===== src/rtl/jam_pkg.sv =====
// Shared types for the exhaustive job-assignment search: FSM states and the
// permutation container sized for the largest legal N (8).
package jam_pkg;

    localparam int MAX_N     = 8;
    localparam int MAX_IDX_W = 3;

    typedef enum logic [1:0] {
        IDLE = 2'd0,
        READ = 2'd1,
        LAST = 2'd2,
        DONE = 2'd3
    } state_t;

    // Entry k holds the job assigned to worker k; only entries 0..N-1 are meaningful.
    typedef logic [MAX_N-1:0][MAX_IDX_W-1:0] perm_t;

    function automatic perm_t identity_perm();
        perm_t r;
        for (int i = 0; i < MAX_N; i++) begin
            r[i] = MAX_IDX_W'(i);
        end
        return r;
    endfunction

endpackage


===== src/rtl/jam_next_perm.sv =====
// Combinational lexicographic successor of an N-entry permutation;
// has_next is low when the input is already the last permutation.
import jam_pkg::*;

module jam_next_perm #(
    parameter int N = 8
) (
    input  perm_t perm,
    output perm_t next_perm,
    output logic  has_next
);

    int                   piv_s;
    int                   succ_s;
    logic [MAX_IDX_W-1:0] pv_s;
    logic [MAX_IDX_W-1:0] sv_s;
    perm_t                tmp_s;

    // Locate pivot and successor, swap them, then reverse the tail after the pivot.
    always_comb begin
        piv_s    = 0;
        has_next = 1'b0;
        pv_s     = perm[0];
        for (int i = 0; i < N - 1; i++) begin
            if (perm[i] < perm[i+1]) begin
                piv_s    = i;
                has_next = 1'b1;
                pv_s     = perm[i];
            end else begin
                piv_s    = piv_s;
            end
        end

        succ_s = piv_s;
        sv_s   = pv_s;
        for (int m = 1; m < N; m++) begin
            if ((m > piv_s) && (perm[m] > pv_s)) begin
                succ_s = m;
                sv_s   = perm[m];
            end else begin
                succ_s = succ_s;
            end
        end

        tmp_s = perm;
        for (int m = 0; m < N; m++) begin
            tmp_s[m] = (m == piv_s) ? sv_s : ((m == succ_s) ? pv_s : perm[m]);
        end

        next_perm = tmp_s;
        for (int m = 0; m < N; m++) begin
            next_perm[m] = (m > piv_s) ? tmp_s[MAX_IDX_W'(N + piv_s - m)] : tmp_s[m];
        end
    end

endmodule


===== src/rtl/jam_search_n.sv =====
// Exhaustive N x N job-assignment search over all N! permutations.
// Optional JAM_EARLY_ABORT_EN skips the rest of a permutation once its partial sum exceeds the best.
import jam_pkg::*;

module jam_search_n #(
    parameter  int N      = 8,
    parameter  int COST_W = 7,
    parameter  int CNT_W  = 16,
    localparam int IDX_W  = ($clog2(N) < 1) ? 1 : $clog2(N),
    localparam int SUM_W  = COST_W + $clog2(N) + 1
) (
    input  logic               CLK,
    input  logic               RST,
    input  logic               Start,
    output logic               Busy,
    output logic [IDX_W-1:0]   W,
    output logic [IDX_W-1:0]   J,
    input  logic [COST_W-1:0]  Cost,
    output logic [SUM_W-1:0]   MinCost,
    output logic [CNT_W-1:0]   MatchCount,
    output logic [N*IDX_W-1:0] BestPerm,
    output logic               Valid
);

    state_t           state_r, state_nxt_s;
    logic [IDX_W-1:0] k_r, k_nxt_s;
    perm_t            p_r, p_nxt_s, np_s;
    logic             has_next_s;
    logic [SUM_W-1:0] acc_r, acc_s, min_r, cmp_sum_r;
    perm_t            cmp_perm_r, best_r;
    logic             cmp_pend_r;
    logic [CNT_W-1:0] cnt_r;
    logic             busy_r, valid_r;
    logic [IDX_W-1:0] w_r, j_r;
    logic             last_k_s, abort_s, perm_end_s, accept_s;

    jam_next_perm #(.N(N)) u_next (
        .perm      (p_r),
        .next_perm (np_s),
        .has_next  (has_next_s)
    );

    assign acc_s      = acc_r + SUM_W'(Cost);
    assign last_k_s   = (k_r == IDX_W'(N - 1));
    assign accept_s   = (state_r == IDLE) && Start;
    assign perm_end_s = (state_r == READ) && (last_k_s || abort_s);

`ifdef JAM_EARLY_ABORT_EN
    logic [SUM_W-1:0] min_eff_s;
    // A compare still in flight may lower the bound this cycle, so abort against that value.
    assign min_eff_s = (cmp_pend_r && (cmp_sum_r < min_r)) ? cmp_sum_r : min_r;
    assign abort_s   = (state_r == READ) && !last_k_s && (acc_s > min_eff_s);
`else
    assign abort_s   = 1'b0;
`endif

    // Next-state, worker index and permutation stepping.
    always_comb begin
        state_nxt_s = state_r;
        k_nxt_s     = k_r;
        p_nxt_s     = p_r;
        case (state_r)
            IDLE: begin
                if (Start) begin
                    state_nxt_s = READ;
                    k_nxt_s     = {IDX_W{1'b0}};
                    p_nxt_s     = identity_perm();
                end else begin
                    state_nxt_s = IDLE;
                end
            end
            READ: begin
                if (perm_end_s) begin
                    k_nxt_s = {IDX_W{1'b0}};
                    if (has_next_s) begin
                        p_nxt_s     = np_s;
                        state_nxt_s = READ;
                    end else begin
                        state_nxt_s = LAST;
                    end
                end else begin
                    k_nxt_s = k_r + IDX_W'(1);
                end
            end
            LAST:    state_nxt_s = DONE;
            DONE:    state_nxt_s = IDLE;
            default: state_nxt_s = IDLE;
        endcase
    end

    // State, search position and registered handshake / table-address outputs.
    always_ff @(posedge CLK) begin
        if (RST) begin
            state_r <= IDLE;
            k_r     <= {IDX_W{1'b0}};
            p_r     <= identity_perm();
            busy_r  <= 1'b0;
            valid_r <= 1'b0;
            w_r     <= {IDX_W{1'b0}};
            j_r     <= {IDX_W{1'b0}};
        end else begin
            state_r <= state_nxt_s;
            k_r     <= k_nxt_s;
            p_r     <= p_nxt_s;
            busy_r  <= (state_nxt_s != IDLE);
            valid_r <= (state_nxt_s == DONE);
            w_r     <= (state_nxt_s == READ) ? k_nxt_s : {IDX_W{1'b0}};
            j_r     <= (state_nxt_s == READ) ? p_nxt_s[MAX_IDX_W'(k_nxt_s)][IDX_W-1:0]
                                             : {IDX_W{1'b0}};
        end
    end

    // Running sum plus the compare of the previous permutation, overlapped with new reads.
    always_ff @(posedge CLK) begin
        if (RST || accept_s) begin
            acc_r      <= {SUM_W{1'b0}};
            cmp_pend_r <= 1'b0;
            cmp_sum_r  <= {SUM_W{1'b0}};
            cmp_perm_r <= identity_perm();
            min_r      <= {SUM_W{1'b1}};
            cnt_r      <= {CNT_W{1'b0}};
            best_r     <= identity_perm();
        end else begin
            if (cmp_pend_r) begin
                if (cmp_sum_r < min_r) begin
                    min_r  <= cmp_sum_r;
                    cnt_r  <= CNT_W'(1);
                    best_r <= cmp_perm_r;
                end else if ((cmp_sum_r == min_r) && (cnt_r != {CNT_W{1'b1}})) begin
                    cnt_r <= cnt_r + CNT_W'(1);
                end else begin
                    cnt_r <= cnt_r;
                end
            end else begin
                min_r <= min_r;
            end
            if (state_r == READ) begin
                acc_r <= perm_end_s ? {SUM_W{1'b0}} : acc_s;
            end else begin
                acc_r <= {SUM_W{1'b0}};
            end
            cmp_pend_r <= (state_r == READ) && last_k_s;
            cmp_sum_r  <= acc_s;
            cmp_perm_r <= p_r;
        end
    end

    for (genvar g = 0; g < N; g++) begin : g_best
        assign BestPerm[g*IDX_W +: IDX_W] = best_r[g][IDX_W-1:0];
    end

    assign Busy       = busy_r;
    assign Valid      = valid_r;
    assign W          = w_r;
    assign J          = j_r;
    assign MinCost    = min_r;
    assign MatchCount = cnt_r;

endmodule


===== config.mk =====
export PLATFORM = sky130hd
export DESIGN_NAME = jam_search_n
export DESIGN_NICKNAME = d
export VERILOG_FILES = /design/src/rtl/jam_pkg.sv /design/src/rtl/jam_next_perm.sv /design/src/rtl/jam_search_n.sv
export SDC_FILE = /design/constraint.sdc
export NUM_CORES = 1
export LEC_CHECK = 0
export CELL_PAD_IN_SITES_DETAIL_PLACEMENT = 1
export CELL_PAD_IN_SITES_GLOBAL_PLACEMENT = 2
export CORE_ASPECT_RATIO = 1.25
export CORE_MARGIN = 1.5
export CORE_UTILIZATION = 38
export CTS_BUF_LIST = sky130_fd_sc_hd__clkbuf_4 sky130_fd_sc_hd__clkbuf_8
export DETAILED_ROUTE_END_ITERATION = 12
export GPL_TIMING_DRIVEN = 0
export PLACE_DENSITY = 0.79
export SLEW_MARGIN = 10
export SYNTH_ARGS = -nofsm -noshare
export SYNTH_HDL_FRONTEND = slang
export SYNTH_HIERARCHICAL = 1
export SYNTH_SLANG_ARGS = --single-unit

===== constraint.sdc =====
create_clock -name CLK -period 8 [get_ports CLK]
set_clock_uncertainty 0.05 [all_clocks]
set_input_delay 1.6 -clock CLK [delete_from_list [all_inputs] [get_ports CLK]]
set_output_delay 1.6 -clock CLK [all_outputs]
set_load 0.02 [all_outputs]

Word-level counts from Yosys, hierarchy flattened --
Cells that the tools add are included.
Cells by class: mux-type cells 96, reductions and logical operators 20, equal/unequal tests 22, $lt $le $gt $ge 32, add/sub/neg operators 11, bitwise operators 2
Operator list (number):
- 3-bit two-way mux | 66
- 3-bit binary-select mux with 3-bit select | 9
- 24-bit two-way mux | 3
- 32-bit zero test | 2
- 24-bit one-hot mux with 2 select lines | 1
- 3-bit by 5-bit < comparator with 1-bit output (second input constant) | 8
- 16-bit two-way mux | 2
- 3-bit == test (first input constant) | 8
- 3-bit greater-than comparator | 7
- 3-bit < comparator | 7
- 16-bit by 1-bit adder with 16-bit output (second input constant) | 1
- 16-bit != test (second input constant) | 1
- 2-bit by 3-bit == test with 1-bit output (first input constant) | 4
- 3-bit greater-than comparator (first input constant) | 4
- 3-bit subtractor (second input constant) | 4
- 11-bit by 7-bit adder with 11-bit output | 1
- 11-bit == test | 1
- 11-bit < comparator | 1
- 1-bit logical AND | 10
- 1-bit two-way mux | 9
- 2-bit two-way mux | 4
- 2-bit one-hot mux with 4 select lines | 1
- 1-bit by 3-bit == test with 1-bit output (first input constant) | 2
- 2-bit == test (second input constant) | 3
- other kinds (17) | 24
Storage, ports and cells: register bits 135, logic and storage cells 218, output and inout port bits 59

Depth between registers and ports, before layout --
Gate-level depths: netlist (run 1).
depth after elaboration 28, gate-level depth with buffers 31

Hierarchy --
The synthesis (run 1) kept the hierarchy.
By module, submodules not included:
- jam_search_n | area an instance 5522.8 um^2, instances 1, cells each 584, sequential area each 2702.6 um^2
- jam_next_perm | area an instance 3764.9 um^2, instances 1, cells each 509, sequential area each 0.0 um^2

Worst setup path before layout (run 1) --
No wires, ideal clock.
kind register to register, start reg p_r[8] (netlist name), end reg j_r[0] (netlist: J[0]), buffers on the path 1, data arrival time 5985 ps, cell stages (with the launch flop) 27, path slack 1895 ps, cells stage by stage dfxtp_1 > inv_1 > ha_1 > a21oi_1 > o21a_1 > mux2i_1 > a21oi_1 > a21oi_1 > o21ai_1 > inv_1 > ha_1 > a21boi_0 > o21ai_2 > o311ai_4 > or3b_4 > o311a_1 > o311a_1 > or2_1 > buf_6 > mux2_4 > mux4_1 > mux2_4 > mux2i_1 > mux2i_1 > mux2_2 > a21oi_1 > o2bb2ai_1
RTL lines:
- start: declaration | RTL line jam_search_n.sv:27 | perm_t p_r, p_nxt_s, np_s;
- start signal: assignment | RTL line jam_search_n.sv:96 | p_r <= identity_perm();
- start signal: assignment | RTL line jam_search_n.sv:104 | p_r <= p_nxt_s;
- end signal: assignment | RTL line jam_search_n.sv:100 | j_r <= {IDX_W{1'b0}};
- end signal: assignment | RTL line jam_search_n.sv:108 | j_r <= (state_nxt_s == READ) ? p_nxt_s[MAX_IDX_W'(k_nxt_s)][IDX_W-1:0]
- end: declaration | RTL line jam_search_n.sv:34 | logic [IDX_W-1:0] w_r, j_r;

==> results of run 1 <==
[worst register-to-register path, delay by kind of cell, from the launching register on]
kind / cells / cell delay [ns]
AOI/OAI and AO/OA: 10 / 2.04
adders and majority gates: 2 / 0.62
buffers and inverters: 6 / 1.32
DFF: 1 / 0.75
muxes: 5 / 1.70
and+or+nand+nor: 6 / 1.17
[report_power, final]
| group | switching, uW | internal, uW |
|---|---|---|
| Clock | 267 | 305 |
| Combinational | 45.4 | 27.0 |
| Sequential | 3.10 | 678 |
| Total | 316 | 1010 |
[cell families after synthesis]
kind of cell | synth area share (%)
AOI/OAI and AO/OA | 24.2
xor gates and xnor gates | 2.17
adders and majority gates | 8.16
buffers and inverters | 6.40
DFF | 29.1
muxes | 9.48
and+or+nand+nor | 20.5
[cell type report]
| class | count | area, um2 |
|---|---|---|
| Fill cell | 2861 | 13100 |
| Multi-Input combinational cell | 839 | 6000 |
| Sequential cell | 135 | 2700 |
| Timing Repair Buffer | 67 | 671 |
| Tap cell | 325 | 407 |
| Buffer | 56 | 359 |
| Clock buffer | 21 | 283 |
| Inverter | 63 | 238 |
| Clock inverter | 11 | 124 |
[state kept, by name (all words and copies together) (netlist names)]
name and count:
W 3, Busy 1, J 3, cmp_perm_r 24
BestPerm 24, cmp_pend_r 1, Valid 1, state_r 2
acc_r 11, k_r 3, MatchCount 16, MinCost 11
p_r 24, cmp_sum_r 11
[path summary, 6_finish.rpt]
path	to	slack, ns	cells past startpoint
setup / recovery	J[2]$_SDFF_PP0_	0.24	29
hold / removal	BestPerm[12]$_SDFFE_PP0P_	0.40	2
setup reg to reg	J[2]$_SDFF_PP0_	0.24	29
hold reg to reg	BestPerm[12]$_SDFFE_PP0P_	0.40	2
[per-stage QoR]
stage	cells	instance area, um2	total power [uW]
2_1_floorplan	1093	9290	743
3_3_place_gp	1485	10400	769
3_5_place_dp	1485	10400	770
4_1_cts	1517	10800	1340
5_1_grt	1517	10800	1380
6_report	1517	10800	1330
[cell usage in the layout (no fill, tap or decap), types with 16 or more instances in the layout]
master	synthesis	final
a21oi_1	68	68
and2_1	24	24
clkbuf_1	28	27
clkbuf_8	6	26
clkdlybuf4s50_1	0	67
dfxtp_1	135	134
ha_1	59	59
inv_1	60	59
mux2i_1	49	49
nand2_1	84	84
nand3_1	67	67
nor2_1	94	93
o211ai_1	26	26
o21ai_0	53	53
or3_1	16	16
xor2_1	17	17
[per-layer routing]
layer  part of all wire, %  wire length, um
met5                     0                0
met4                   3.8             1300
met3                   3.5             1200
met2                    52            17600
met1                    41            13900
==> flow_summary.yaml, run 1 <==
logic_synthesis:
  synth_edf_count: 0
  netlist_instances: 1093
  async_reset_ff_share_pct: 0
  synth_ff_type: "dfxtp_1"
  syn_area_per_cell_um2: 8.50
  yosysMostFrequentCell: "dfxtp_1"
  yosys_register_bits: 135
  synthesis.nets: 1163
  synth_top_area_cell: "dfxtp_1"
  synth_top_area_share_pct: 29.1
  synth_seq_area_share_pct: 29.1
  syn_area_um2: 9290
  synth_warnings: 6
  ys_types: 115
  synth_common_cells: "dfxtp_1, nor2_1, nand2_1, a21oi_1, nand3_1"
  synth_area_leaders: "dfxtp_1, ha_1, mux2i_1"
timing:
  period_needed_ns: 7.76
  clock.fmax_mhz: 129
  max_slew_margin_pct: 35.2
  setup-violations-final: 0
  fin_ws_ns: 0.244
  period_share_pct: 97.0
  worst_pin_slew_ns: 0.962
  hold_violations: 0
  fin_setup_tns_ns: 0
  whs_ns: 0.403
  rsz0062_at_grt: "false"
  maxSlewViolCount: 0
setup_path:
  crit_buf_inv: 6
  crit_path_end_kind: "flip-flop"
  r2r-start: "p_r[10]$_SDFF_PP1_"
  max_stage_delay_ns: 0.75
  critPathRequiredTime_ns: 8.28
  slowest_stage: "dfxtp_1"
  start_kind: "flip-flop"
  cp_max_fo: 12
  startpoint: "p_r[10]$_SDFF_PP1_"
  worstSetupPathType: "reg -> reg"
  cp_top_family: "compound AO/OA/AOI/OAI gates"
  worstPathArrival_ns: 8.03
cts:
  cts_tree: "yes"
  ctsHoldBuffers: 0
  post_cts.repair.setup_buffers: 0
  cts_max_level: 4
  cts.sinks: 135
  clkSlewWorstSetupHoldPaths_ns: 0.08
  cts_inserted_buffers: 17
  clock_path_buffers: 2
  cts-root-buf: "clkbuf_8"
  clock_latency_ns: 0.45
  post_cts_resized: 3
floorplanning:
  num_rows: 63
  die_h_um: 178
  die_w_um: 143
  initial_core_util_pct: 38.9
  die_area_um2: 25400
  io_pins: 69
  core_area_um2: 23900
place:
  place.gp.congestion: 0.970
  io_buffers: 67
  hpwlAfterDp_um: 26500
  dpl_worst_slack_ns: -0.413
min_path:
  hp-start: "cmp_perm_r[12]$_SDFF_PP0_"
  hold_class: "reg -> reg"
drt:
  drc: 0
  dr_total_vias: 8803
  wl_per_cell_um: 22.4
  drt_iter0_drc: 519
  drt_wl_total_um: 34000
  vias_per_cell: 5.80
  postRouteAntennaNets: 0
  dr.pass1.iters: 5
pwr:
  p_per_area_nw_per_um2: 123
  p_leak_uw: 0.00450
  ir_drop_mv: 0.0986
run_status:
  status: "completed"
finish:
  diodes: 0
  drive_gt1_share_pct: 11.7
  areaGrowthSynthToFinish_pct: 16.2
  utilization_pct: 45.2
  fin_nets: 1249
grt:
  overflow: 0
  grtUsageMet2_pct: 51.7
  grt_pass1_vias: 9023
  busiest_layer: "met2"
  grt_max_degree: 17
  antenna_found_initial: 0
  gr-usage-met1_pct: 31.3
  grt_pass1_wl_um: 52900
  grt_usage_pct: 27.7
  use_met3_pct: 3.48
run:
  maxCapViolCount: 0
Power figures use the tool's default switching activity.
==> run 2: changes to the inputs <==
CORE_UTILIZATION = 25   (was 38)
PLACE_DENSITY = 0.55   (was 0.79)
SLEW_MARGIN = 20   (was 10)
==> run 2 against run 1 <==
  * Sequential power barely moved
  * Global-route usage fell by 7.3 points
  * Die area rose by 51%
  * Largest power group unchanged
  * Design area rose by 2.6%
  * Register-to-register slack improved by 0.05 ns
  * Worst hold slack barely moved
  * Routed wire length rose by 13%
  * Largest cell class unchanged
  * Via count fell by 1.9%
  * Non-clock buffer count did not move
  * Setup slack improved by 0.050 ns
  * Critical path type unchanged
  * Total power rose by 7.6%
==> flow_summary.yaml, run 2 (synthesis results as in run 1) <==
finish:
  diodes: 0
  n_fill_cell: 4349
  finalInstanceArea_um2: 11100
  layout.cells.most_common_list: "dfxtp_1, nor2_1, nand2_1"
  drive_gt1_share_pct: 12.6
  layout_commonest_cell: "dfxtp_1"
  fin_nets: 1249
  areaGrowthSynthToFinish_pct: 19.2
setup_path:
  crit_path_end_kind: "flip-flop"
  critPathRequiredTime_ns: 8.30
  max_stage_delay_ns: 0.60
  slowest_stage: "dfxtp_2"
  worstSetupPathType: "reg -> reg"
  start_kind: "flip-flop"
  r2r_slack_ns: 0.29
  worstPathArrival_ns: 8.00
  cp_max_fo: 12
timing:
  fin_ws_ns: 0.294
  hold_violations: 0
  rsz0062_at_grt: "false"
  max_slew_margin_pct: 30.6
  period_needed_ns: 7.71
  worst_pin_slew_ns: 1.03
  clock.fmax_mhz: 130
  setup-violations-final: 0
  fin_setup_tns_ns: 0
  period_share_pct: 96.3
  maxSlewViolCount: 0
pwr:
  p_sw_share_pct: 22.2
  ir_drop_mv: 0.0942
  p_int_uw: 1110
  seqPwrFrac_pct: 47.8
  p_leak_uw: 0.00455
  power_frac_clock_pct: 47.1
  power_frac_comb_pct: 5.2
  p_sw_uw: 317
  p_per_area_nw_per_um2: 129
cts:
  post_cts.repair.setup_buffers: 0
  clkSlewWorstSetupHoldPaths_ns: 0.08
  cts_inserted_buffers: 17
  cts-root-buf: "clkbuf_8"
  ctsHoldBuffers: 0
  clock_path_buffers: 2
  clock_latency_ns: 0.46
  cts.sinks: 135
  cts_max_level: 4
  cts_tree: "yes"
grt:
  grt_pass1_wl_um: 58000
  overflow: 0
  antenna_found_initial: 0
  grt_usage_pct: 20.4
  grt_pass1_vias: 9182
  grt_max_degree: 17
floorplanning:
  initial_core_util_pct: 25.4
  core_area_um2: 36500
  die_area_um2: 38300
  num_rows: 78
  die_w_um: 175
  die_h_um: 218
  io_pins: 69
drt:
  drt_iter0_drc: 356
  drt_wl_total_um: 38400
  dr_total_vias: 8637
  drc: 0
  vias_per_cell: 5.17
  wl_per_cell_um: 23.0
  dr.pass1.iters: 4
  postRouteAntennaNets: 0
min_path:
  hold_class: "reg -> reg"
place:
  place.gp.congestion: 0.902
  io_buffers: 67
  placed_area_um2: 10600
  dpl_worst_slack_ns: -0.833
  hpwlAfterDp_um: 30000
run_status:
  status: "completed"
run:
  maxCapViolCount: 0
## run 2: area by class of cell
cell class / instances / area, um2 / share of cell area (%)
tap: 480 / 601 / 5.42
timing repair buffer: 67 / 671 / 6.06
clock inverter: 9 / 170 / 1.54
inverter: 63 / 238 / 2.15
buffer: 56 / 359 / 3.24
sequential: 135 / 2720 / 24.5
clock buffer: 23 / 298 / 2.69
multi-input combinational: 839 / 6020 / 54.4
## run 2: routing by layer
| metal | vias up | track usage, % | routed length [um] | share of wire [%] |
|---|---|---|---|---|
| met3 | 50 | 2.84 | 1010 | 2.6 |
| met4 | 0 | 6.87 | 1040 | 2.7 |
| met2 | 157 | 37.7 | 19500 | 51 |
| li1 | 4188 | - | - | - |
| met5 | - | 0 | 0 | 0 |
| met1 | 4242 | 24.0 | 16900 | 44 |
## run 2: timing repair
| action | in CTS | in global routing |
|---|---|---|
| gates resized for setup | 7 | 13 |
| setup endpoints to repair | 12 | 3 |
| cloned | 0 | 0 |
## run 2: path summary, 6_finish.rpt
path                                  from                  endpoint  depth (start not counted)
setup / recovery        p_r[16]$_SDFF_PP0_           J[2]$_SDFF_PP0_                         28
hold / removal    cmp_perm_r[2]$_SDFF_PP0_  BestPerm[2]$_SDFFE_PP0P_                          2
setup reg to reg        p_r[16]$_SDFF_PP0_           J[2]$_SDFF_PP0_                         28
hold reg to reg   cmp_perm_r[2]$_SDFF_PP0_  BestPerm[2]$_SDFFE_PP0P_                          2
## run 2: critical path: cells and delay by family, from the launching register on
kind | cells | cell delay [ns]
simple gates | 6 | 1.22
mux | 5 | 1.65
flops | 1 | 0.60
buf+inv | 6 | 1.40
fa+ha+maj | 2 | 0.65
compound gates | 9 | 1.99
## run 2: metrics by stage
| step | util, % | hold WS (ns) | power (uW) | cells |
|---|---|---|---|---|
| floorplan | - | 0.379 | 743 | 1093 |
| global placement | 28.9 | 0.392 | 773 | 1640 |
| detailed placement | 28.9 | 0.395 | 773 | 1640 |
| CTS | 30.3 | 0.407 | 1450 | 1672 |
| global route | 30.3 | 0.422 | 1490 | 1672 |
| finish | 30.3 | 0.403 | 1430 | 1672 |
## run 2: power groups by stage
stage	sequential (uW)	combinational, uW	clock, uW
2_1_floorplan	698	45.1	0
3_3_place_gp	697	75.4	0
3_5_place_dp	697	75.7	0
4_1_cts	681	76.0	695
5_1_grt	682	82.2	730
6_report	681	73.6	672
==> run 3: changes to the inputs <==
RECOVER_POWER = 25   (was unset)
==> run 3 against run 2 <==
  * The flow now finishes with violations (max-capacitance violations, max-slew violations)
  * Worst hold slack is the same
  * Routed wire length shrank 0.16%
  * Design area about the same
  * Combinational power fell by 1%
  * Final cell count unchanged
  * Critical path type unchanged
  * Critical endpoint unchanged
==> flow_summary.yaml, run 3 (synthesis results as in run 1) <==
run_status:
  violations: "max-capacitance violations, max-slew violations"
  status: "complete, but fails checks"
grt:
  overflow: 0
  grt_pass1_vias: 9182
  grt_pass1_wl_um: 58000
  grt_usage_pct: 20.4
  grt_max_degree: 17
  antenna_found_initial: 0
timing:
  fin_ws_ns: 0.318
  maxSlewViolCount: 11
  worst_pin_slew_ns: 1.65
  hold_violations: 0
  clock.fmax_mhz: 130
  max_slew_margin_pct: -10.4
  setup-violations-final: 0
  rsz0062_at_grt: "false"
  period_share_pct: 96.0
  period_needed_ns: 7.68
finish:
  finalNonFillerCells: 1672
  n_fill_cell: 4350
  areaGrowthSynthToFinish_pct: 19.1
  utilization_pct: 30.3
  layout_commonest_cell: "dfxtp_1"
  layout.cells.most_common_list: "dfxtp_1, nor2_1, nand2_1"
  diodes: 0
  fin_nets: 1249
  seq_area_um2: 2720
  finalInstanceArea_um2: 11100
  multiInputGateArea_um2: 6010
  drive_gt1_share_pct: 12.5
pwr:
  p_leak_uw: 0.00454
  seqPwrFrac_pct: 47.8
  p_sw_uw: 317
  p_int_uw: 1110
  p_per_area_nw_per_um2: 129
  power_frac_comb_pct: 5.1
  power_frac_clock_pct: 47.1
  p_sw_share_pct: 22.2
  power.total_uw: 1430
  ir_drop_mv: 0.0943
place:
  place.gp.congestion: 0.902
  dp.cells: 1640
  hpwlAfterDp_um: 30000
  placed_area_um2: 10600
  dpl_worst_slack_ns: -0.833
  io_buffers: 67
setup_path:
  start_kind: "flip-flop"
  critPathRequiredTime_ns: 8.30
  cp_max_fo: 12
  slowest_stage: "dfxtp_2"
  crit_buf_inv: 6
  worstPathArrival_ns: 7.98
  worstSetupPathType: "reg -> reg"
  cp_top_family: "compound AO/OA/AOI/OAI gates"
  max_stage_delay_ns: 0.59
  crit_path_end_kind: "flip-flop"
floorplanning:
  initial_core_util_pct: 25.4
  num_rows: 78
  die_area_um2: 38300
  die_h_um: 218
  die_w_um: 175
  io_pins: 69
  core_area_um2: 36500
drt:
  dr_total_vias: 8605
  dr.pass1.iters: 4
  postRouteAntennaNets: 0
  drt_wl_total_um: 38400
  wl_per_cell_um: 22.9
  vias_per_cell: 5.15
  drt_iter0_drc: 368
  drc: 0
cts:
  cts_max_level: 4
  cts.sinks: 135
  cts_inserted_buffers: 17
  clock_path_buffers: 2
  clkSlewWorstSetupHoldPaths_ns: 0.08
  cts-root-buf: "clkbuf_8"
  post_cts.repair.setup_buffers: 0
  ctsHoldBuffers: 0
  clock_latency_ns: 0.46
  cts_tree: "yes"
run:
  maxCapViolCount: 1
min_path:
  hold_class: "reg -> reg"
## run 3: final timing paths
path | startpoint | endpoint | slack, ns | depth (start not counted)
worst min-delay path | cmp_perm_r[2]$_SDFF_PP0_ | BestPerm[2]$_SDFFE_PP0P_ | 0.40 | 2
worst max register to register | p_r[16]$_SDFF_PP0_ | J[2]$_SDFF_PP0_ | 0.32 | 28
worst max-delay path | p_r[16]$_SDFF_PP0_ | J[2]$_SDFF_PP0_ | 0.32 | 28
worst min register to register | cmp_perm_r[2]$_SDFF_PP0_ | BestPerm[2]$_SDFFE_PP0P_ | 0.40 | 2
## run 3: tightest hold or removal path: stages (launching register included)
cell and delay (ns):
dfxtp_1 0.30, nand3_1 0.05, a21oi_1 0.05
## run 3: timing repair
action,4_1_cts,5_1_grt
endpoints found under the hold margin,0,0
setup endpoints to repair,12,3
resized for setup,7,13
## run 3: metal layers
metal  part of all wire, %  vias up  track usage, %
met3                   3.2       49            2.84
li1                      -     4186               -
met1                    44     4214            24.0
met2                    51      156            37.7
met5                     0        -               0
met4                   2.6        0            6.87
## run 3: area by class of cell
class | count | share of cell area [%]
plain buffers | 56 | 3.25
inverters | 63 | 2.15
flip-flops and latches | 135 | 24.5
clock buffers | 23 | 2.69
well taps | 480 | 5.43
multi-input cells | 839 | 54.3
clock inverters | 9 | 1.54
repair buffers | 67 | 6.06
## run 3: power by group through the flow
| stage | Sequential (uW) | Combinational (uW) | Clock, uW |
|---|---|---|---|
| final | 681 | 72.8 | 672 |
| after global routing | 682 | 81.4 | 730 |
| after CTS | 681 | 76.0 | 695 |
| after detailed placement | 697 | 75.7 | 0 |
| after global placement | 697 | 75.4 | 0 |
| after floorplan | 698 | 45.1 | 0 |
## run 3: metrics by stage
step	TNS (ns)	hold WS, ns
floorplan	0	0.379
global placement	-6.26	0.392
detailed placement	-3.27	0.395
CTS	0	0.407
global route	0	0.422
finish	0	0.403
